===== src/rtl/regfile_pkg.sv =====
//----------------------------------------------------------------------------
// Module   : regfile_pkg
// Purpose  : Shared widths and constants for the register file. The ROB,
//            issue unit and reservation stations use the same package.
// Revision : 1.0 - initial release
//----------------------------------------------------------------------------
`default_nettype none

package regfile_pkg;

    localparam int REG_ADDR_WIDTH = 5;   // register index width
    localparam int Q_WIDTH        = 5;   // ROB tag width
    localparam int NUM_REGS       = 32;  // architectural integer registers
    localparam int ZERO_REG       = 0;   // hard-wired zero register index
    localparam int DATA_WIDTH     = 32;  // register value width

endpackage : regfile_pkg

`default_nettype wire


===== src/rtl/regfile_read_port.sv =====
//----------------------------------------------------------------------------
// Module   : regfile_read_port
// Purpose  : One combinational operand read port of the register file,
//            including the same-cycle commit bypass.
// Ports    : i_rdy, i_commit_*   - commit port, used only for the bypass
//            i_addr              - operand register index
//            i_busy, i_q, i_val  - full register file state
//            o_busy, o_q, o_v    - operand state (tag when busy, else value)
// Revision : 1.0 - initial release
//----------------------------------------------------------------------------
`default_nettype none

module regfile_read_port
    import regfile_pkg::*;
#(
    parameter int ADDR_W = REG_ADDR_WIDTH,
    parameter int Q_W    = Q_WIDTH
) (
    input  logic                                 i_rdy,
    input  logic                                 i_commit_valid,
    input  logic [ADDR_W-1:0]                    i_commit_rd,
    input  logic [Q_W-1:0]                       i_commit_q,
    input  logic [DATA_WIDTH-1:0]                i_commit_v,
    input  logic [ADDR_W-1:0]                    i_addr,
    input  logic [NUM_REGS-1:0]                  i_busy,
    input  logic [NUM_REGS-1:0][Q_W-1:0]         i_q,
    input  logic [NUM_REGS-1:0][DATA_WIDTH-1:0]  i_val,
    output logic                                 o_busy,
    output logic [Q_W-1:0]                       o_q,
    output logic [DATA_WIDTH-1:0]                o_v
);

    logic w_is_zero;
    logic w_bypass;

    assign w_is_zero = (i_addr == ADDR_W'(ZERO_REG));

    // The retiring producer is exactly the one this operand waits on, so the
    // committed value is handed over directly instead of a stale tag.
    assign w_bypass = i_rdy && i_commit_valid && !w_is_zero &&
                      (i_commit_rd == i_addr) && i_busy[i_addr] &&
                      (i_q[i_addr] == i_commit_q);

    always_comb begin
        o_busy = 1'b0;
        o_q    = '0;
        o_v    = '0;
        if (w_is_zero) begin
            o_busy = 1'b0;
        end else if (w_bypass) begin
            o_v    = i_commit_v;
        end else begin
            o_busy = i_busy[i_addr];
            // A stale tag may linger after release; only expose it while busy.
            o_q    = i_busy[i_addr] ? i_q[i_addr] : '0;
            o_v    = i_val[i_addr];
        end
    end

endmodule : regfile_read_port

`default_nettype wire


===== src/rtl/regfile.sv =====
//----------------------------------------------------------------------------
// Module   : regfile
// Purpose  : Architectural register file with rename status (busy bit and
//            newest producer ROB tag per register) for the Tomasulo core.
// Ports    : clk_in, rst_in (async, active-high), rdy_in (global enable)
//            issue_*   - rename destination of the issuing instruction
//            rs1_*/rs2_* - two combinational operand read ports
//            commit_*  - ROB retirement write-back and rename release
//            flush     - drop all renames on misprediction
// Revision : 1.0 - initial release
//----------------------------------------------------------------------------
`default_nettype none

module regfile #(
    parameter int REG_ADDR_WIDTH = regfile_pkg::REG_ADDR_WIDTH,
    parameter int Q_WIDTH        = regfile_pkg::Q_WIDTH
) (
    input  logic                      clk_in,
    input  logic                      rst_in,
    input  logic                      rdy_in,
    input  logic                      issue_valid,
    input  logic [REG_ADDR_WIDTH-1:0] issue_rd,
    input  logic [Q_WIDTH-1:0]        issue_Q,
    input  logic [REG_ADDR_WIDTH-1:0] rs1_addr,
    input  logic [REG_ADDR_WIDTH-1:0] rs2_addr,
    output logic                      rs1_busy,
    output logic                      rs2_busy,
    output logic [Q_WIDTH-1:0]        rs1_Q,
    output logic [Q_WIDTH-1:0]        rs2_Q,
    output logic [31:0]               rs1_V,
    output logic [31:0]               rs2_V,
    input  logic                      commit_valid,
    input  logic [REG_ADDR_WIDTH-1:0] commit_rd,
    input  logic [Q_WIDTH-1:0]        commit_Q,
    input  logic [31:0]               commit_V,
    input  logic                      flush
);

    import regfile_pkg::*;

    logic [NUM_REGS-1:0]                 r_busy;
    logic [NUM_REGS-1:0][Q_WIDTH-1:0]    r_q;
    logic [NUM_REGS-1:0][DATA_WIDTH-1:0] r_val;

    logic w_commit_en;
    logic w_commit_release;
    logic w_issue_en;

    // x0 is never a target, so its entry keeps its reset value forever.
    assign w_commit_en      = commit_valid && (commit_rd != REG_ADDR_WIDTH'(ZERO_REG));
    assign w_issue_en       = issue_valid  && (issue_rd  != REG_ADDR_WIDTH'(ZERO_REG));
    // Only the newest producer may release the rename; an older commit still
    // writes its value but leaves the younger rename in place.
    assign w_commit_release = w_commit_en && (r_q[commit_rd] == commit_Q);

    always_ff @(posedge clk_in or posedge rst_in) begin
        if (rst_in) begin
            r_busy <= '0;
            r_q    <= '0;
            r_val  <= '0;
        end else if (rdy_in) begin
            // The retired value is architectural state and is written even
            // when the rename itself is flushed or overtaken.
            if (w_commit_en) begin
                r_val[commit_rd] <= commit_V;
            end
            if (flush) begin
                r_busy <= '0;
                r_q    <= '0;
            end else begin
                if (w_commit_release) begin
                    r_busy[commit_rd] <= 1'b0;
                end
                // Placed after the release so a same-register issue wins.
                if (w_issue_en) begin
                    r_busy[issue_rd] <= 1'b1;
                    r_q[issue_rd]    <= issue_Q;
                end
            end
        end
    end

    regfile_read_port #(
        .ADDR_W (REG_ADDR_WIDTH),
        .Q_W    (Q_WIDTH)
    ) u_rs1_port (
        .i_rdy          (rdy_in),
        .i_commit_valid (commit_valid),
        .i_commit_rd    (commit_rd),
        .i_commit_q     (commit_Q),
        .i_commit_v     (commit_V),
        .i_addr         (rs1_addr),
        .i_busy         (r_busy),
        .i_q            (r_q),
        .i_val          (r_val),
        .o_busy         (rs1_busy),
        .o_q            (rs1_Q),
        .o_v            (rs1_V)
    );

    regfile_read_port #(
        .ADDR_W (REG_ADDR_WIDTH),
        .Q_W    (Q_WIDTH)
    ) u_rs2_port (
        .i_rdy          (rdy_in),
        .i_commit_valid (commit_valid),
        .i_commit_rd    (commit_rd),
        .i_commit_q     (commit_Q),
        .i_commit_v     (commit_V),
        .i_addr         (rs2_addr),
        .i_busy         (r_busy),
        .i_q            (r_q),
        .i_val          (r_val),
        .o_busy         (rs2_busy),
        .o_q            (rs2_Q),
        .o_v            (rs2_V)
    );

endmodule : regfile

`default_nettype wire


===== config.mk =====
export PLATFORM = sky130hd
export DESIGN_NAME = regfile
export DESIGN_NICKNAME = d
export VERILOG_FILES = /design/src/rtl/regfile_pkg.sv /design/src/rtl/regfile_read_port.sv /design/src/rtl/regfile.sv
export SDC_FILE = /design/constraint.sdc
export NUM_CORES = 2
export LEC_CHECK = 0
export CAP_MARGIN = 25
export CORE_MARGIN = 3
export CORE_UTILIZATION = 50
export CTS_CLUSTER_DIAMETER = 150
export DETAILED_ROUTE_END_ITERATION = 8
export GPL_TIMING_DRIVEN = 0
export PLACE_DENSITY = 0.66
export RECOVER_POWER = 100
export SLEW_MARGIN = 5
export SYNTH_ARGS = -nofsm -noshare
export SYNTH_HDL_FRONTEND = slang
export SYNTH_SLANG_ARGS = --single-unit

===== constraint.sdc =====
create_clock -name clk_in -period 50.3 [get_ports clk_in]
set_clock_uncertainty 0.05 [all_clocks]
set_input_delay 7.545 -clock clk_in [delete_from_list [all_inputs] [get_ports clk_in]]
set_output_delay 7.545 -clock clk_in [all_outputs]
set_load 0.005 [all_outputs]

==> flow_summary.toml <==
[clock_network]
cts_root_buf = "clkbuf_16"
cts.repair.resized = 0
cts_setup_buffers = 0
hold_buffers = 0
cts_buffer_depth = 3
clk_latency_ns = 0.80
clk_pin_slew_ns = 0.06
cts_sinks = 1216
tritoncts = "yes"
htreeDepth = 4
cts_buffers = 136

[hold_path]
min_from = "r_val[13]"
hold_path.class = "register to register"

[critical_path]
critPathMaxFanout = 111
crit_path_start_kind = "input pin"
slowest_delay_ns = 4.39
endpoint_kind = "asynchronous set/reset pin"
r2r-start = "r_q[56]"
cp_slowest_cell = "clkbuf_1"
worstSetupPathType = "input pin to asynchronous set/reset pin"
crit_path_cell_trace = "dlygate4sd3_1, clkinvlp_2, clkbuf_1, clkbuf_1, clkbuf_1, clkbuf_1, clkbuf_1"
critical_path_required_ns = 50.16
crit_arrival_ns = 28.04
crit_path_start = "rst_in"
cpMostUsedCell = "clkbuf_1"

[die]
die_w_microns = 372.7
start_util_pct = 50.77
coreArea_sq_um = 132500
ios = 144
rows = 133
dieArea_sq_um = 138900
die_y_microns = 372.7

[logic_synthesis]
ys.flop_type = "dfrtp_1"
synth_top_family_by_area = "multiplexers"
postSynthAreaPerCell_sq_um = 14.61
synthMuxAreaShare_pct = 43.56
synth_compound_area_share_pct = 3.695
synth-xor-area-share_pct = 0.2865
seq_area_frac_synth_pct = 45.25
synthesis.nets = 4670
synthCells = 4602
synthSimpleGateAreaFrac_pct = 3.928
yosysWarnings = 0
synth_cell_type_count = 60
synth-edff-count = 0
netlist_area_sq_um = 67250
postSynthRegisterBits = 1216
postSynth.asyncResetShare_pct = 100.0
synth_fa_ha_area_share_pct = 0

[sta]
finalCritPeriodShare_pct = 56.02
rsz0062_at_grt = "no"
period_minus_slack_ns = 28.18
setup_tns_ns = 0
finalSetupViolCount = 0
report.final.slew_viol_count = 1133
fmax_mhz = 35.49
finalHoldViolations = 0
slew_headroom_pct = -319.5
worst_pin_slew_ns = 6.293

[global_route]
track_usage_pct = 37.82
grt-ovfl-total = 0
grt_max_degree = 122
grt_pass1_vias = 48705
antenna_found_initial = 7
grt_pass1_wl_mm = 370.9

[pwr]
fin_total_pwr_w = 0.002702
p_leak_nw = 33.30
p_per_area_nw_per_um2 = 35.35
vdd_drop_max_mv = 0.02716

[final_layout]
final_common_cell = "dfrtp_1"
postLayoutCellArea_sq_um = 76420
syn_to_final_growth_pct = 13.65
drive_gt1_share_pct = 41.59
nets = 5057
mostFrequentLayoutCells = "dfrtp_1, mux2_2, mux4_2, clkbuf_1, nand2_1"

[flow_run]
maxCapViolations = 18

[routing]
firstDrtPassIters = 8
routedWlPerCell_microns = 38.64
route.detailed.drc = 0
viasPerCell = 7.173
drt_iter0_drc = 6679
wl_mm = 264.6
antenna_left = 0
vias = 49122

[outcome]
status = "finished, violations left"
violations = "capacitance limit, slew limit"

[placement]
dpl_cell_area_sq_um = 72380
port-buffer-count = 132
gp_congestion = 1.041
dpl.hpwl_mm = 186.8
-- cell families (layout without fill, tap and decap cells) --
kind of cell / after synthesis / count (layout)
mux: 1906 / 1906
xor+xnor: 22 / 22
other cells: 0 / 3
simple gates: 586 / 586
flops: 1216 / 1216
buf+inv: 518 / 1006
compound gates: 354 / 354
-- area by class of cell --
class                   count  area, sq um
diodes                      3        7.507
plain buffers             492         2061
clock buffers             195         3969
clock inverters            44        733.2
fillers                 10622        56040
inverters                  26        98.84
multi-input cells        2868        34610
flip-flops and latches   1216        30430
well taps                1755         2196
repair buffers            249         2317
-- critical path, delay by kind of cell --
kind                   cells  cell delay (ns)
buffers and inverters      7            20.16
-- state kept, by name (all words and copies together), names as in the netlist --
register and count:
r_busy 32, r_q 160, r_val 1024
-- layer usage --
layer | share of wire, % | track usage [%] | vias to the layer above
li1 | - | - | 18591
met1 | 37 | 49.68 | 25938
met2 | 43 | 54.62 | 3657
met3 | 13 | 13.61 | 928
met4 | 7.0 | 21.40 | 8
met5 | 0.040 | 0 | -
-- metrics by stage --
step / cells / utilization (%) / hold slack, ns / setup WS, ns
4_1_cts: 6830 / 58.19 / 0.4300 / 29.53
3_5_place_dp: 6591 / 54.64 / 0.4139 / 29.56
5_1_grt: 6845 / 57.69 / 0.4452 / 18.14
6_report: 6848 / 57.69 / 0.4281 / 22.12
2_1_floorplan: 4602 / - / 0.3913 / 8.445
3_3_place_gp: 6489 / 53.42 / 0.4042 / -6.357
-- worst paths after layout --
path                       slack, ns         end  cells past startpoint
max in group clk_in            26.43   rs1_V[12]                     15
hold reg to reg                 0.43   r_val[13]                      1
hold / removal                  0.43   r_val[13]                      1
setup / recovery               22.12  r_val[616]                      7
min in group asynchronous       8.12  r_val[635]                      2
setup reg to reg               46.40  r_busy[17]                     10
-- power by group --
part / switching [W] / internal, W
sequential: 0.0000782 / 0.00109
clock: 0.000438 / 0.000629
combinational: 0.000219 / 0.000252
-- synth_stat cells (5+ instances only) --
library cell  count  area share, %
and2_1           20           0.19
xnor2_1          16           0.21
mux2i_1         188            2.8
a22oi_1          39           0.44
o22ai_1          33           0.31
xor2_1            6          0.078
mux2_2         1002             17
o21ai_0         105           0.78
nor2b_1          20           0.19
nand2_1         307            1.7
nand3_1          29           0.22
a221oi_1         11           0.14
nand3b_1          5          0.056
nor3b_1           7          0.078
buf_6             5          0.084
clkbuf_1        280            1.6
inv_1            25           0.14
nor4_1           29           0.27
a211oi_1         34           0.38
or2_2             6          0.056
nor3_1           18           0.13
nand4_1          11           0.10
dfrtp_1        1216             45
buf_1            69           0.39
or3_1             5          0.047
a21oi_1          14           0.10
nand2b_1         13           0.12
a22o_1           88            1.1
buf_2           117           0.87
buf_4            21           0.23
mux4_2          716             24
nor2_1           99           0.55
No activity file was read; power rests on OpenSTA's default activity.
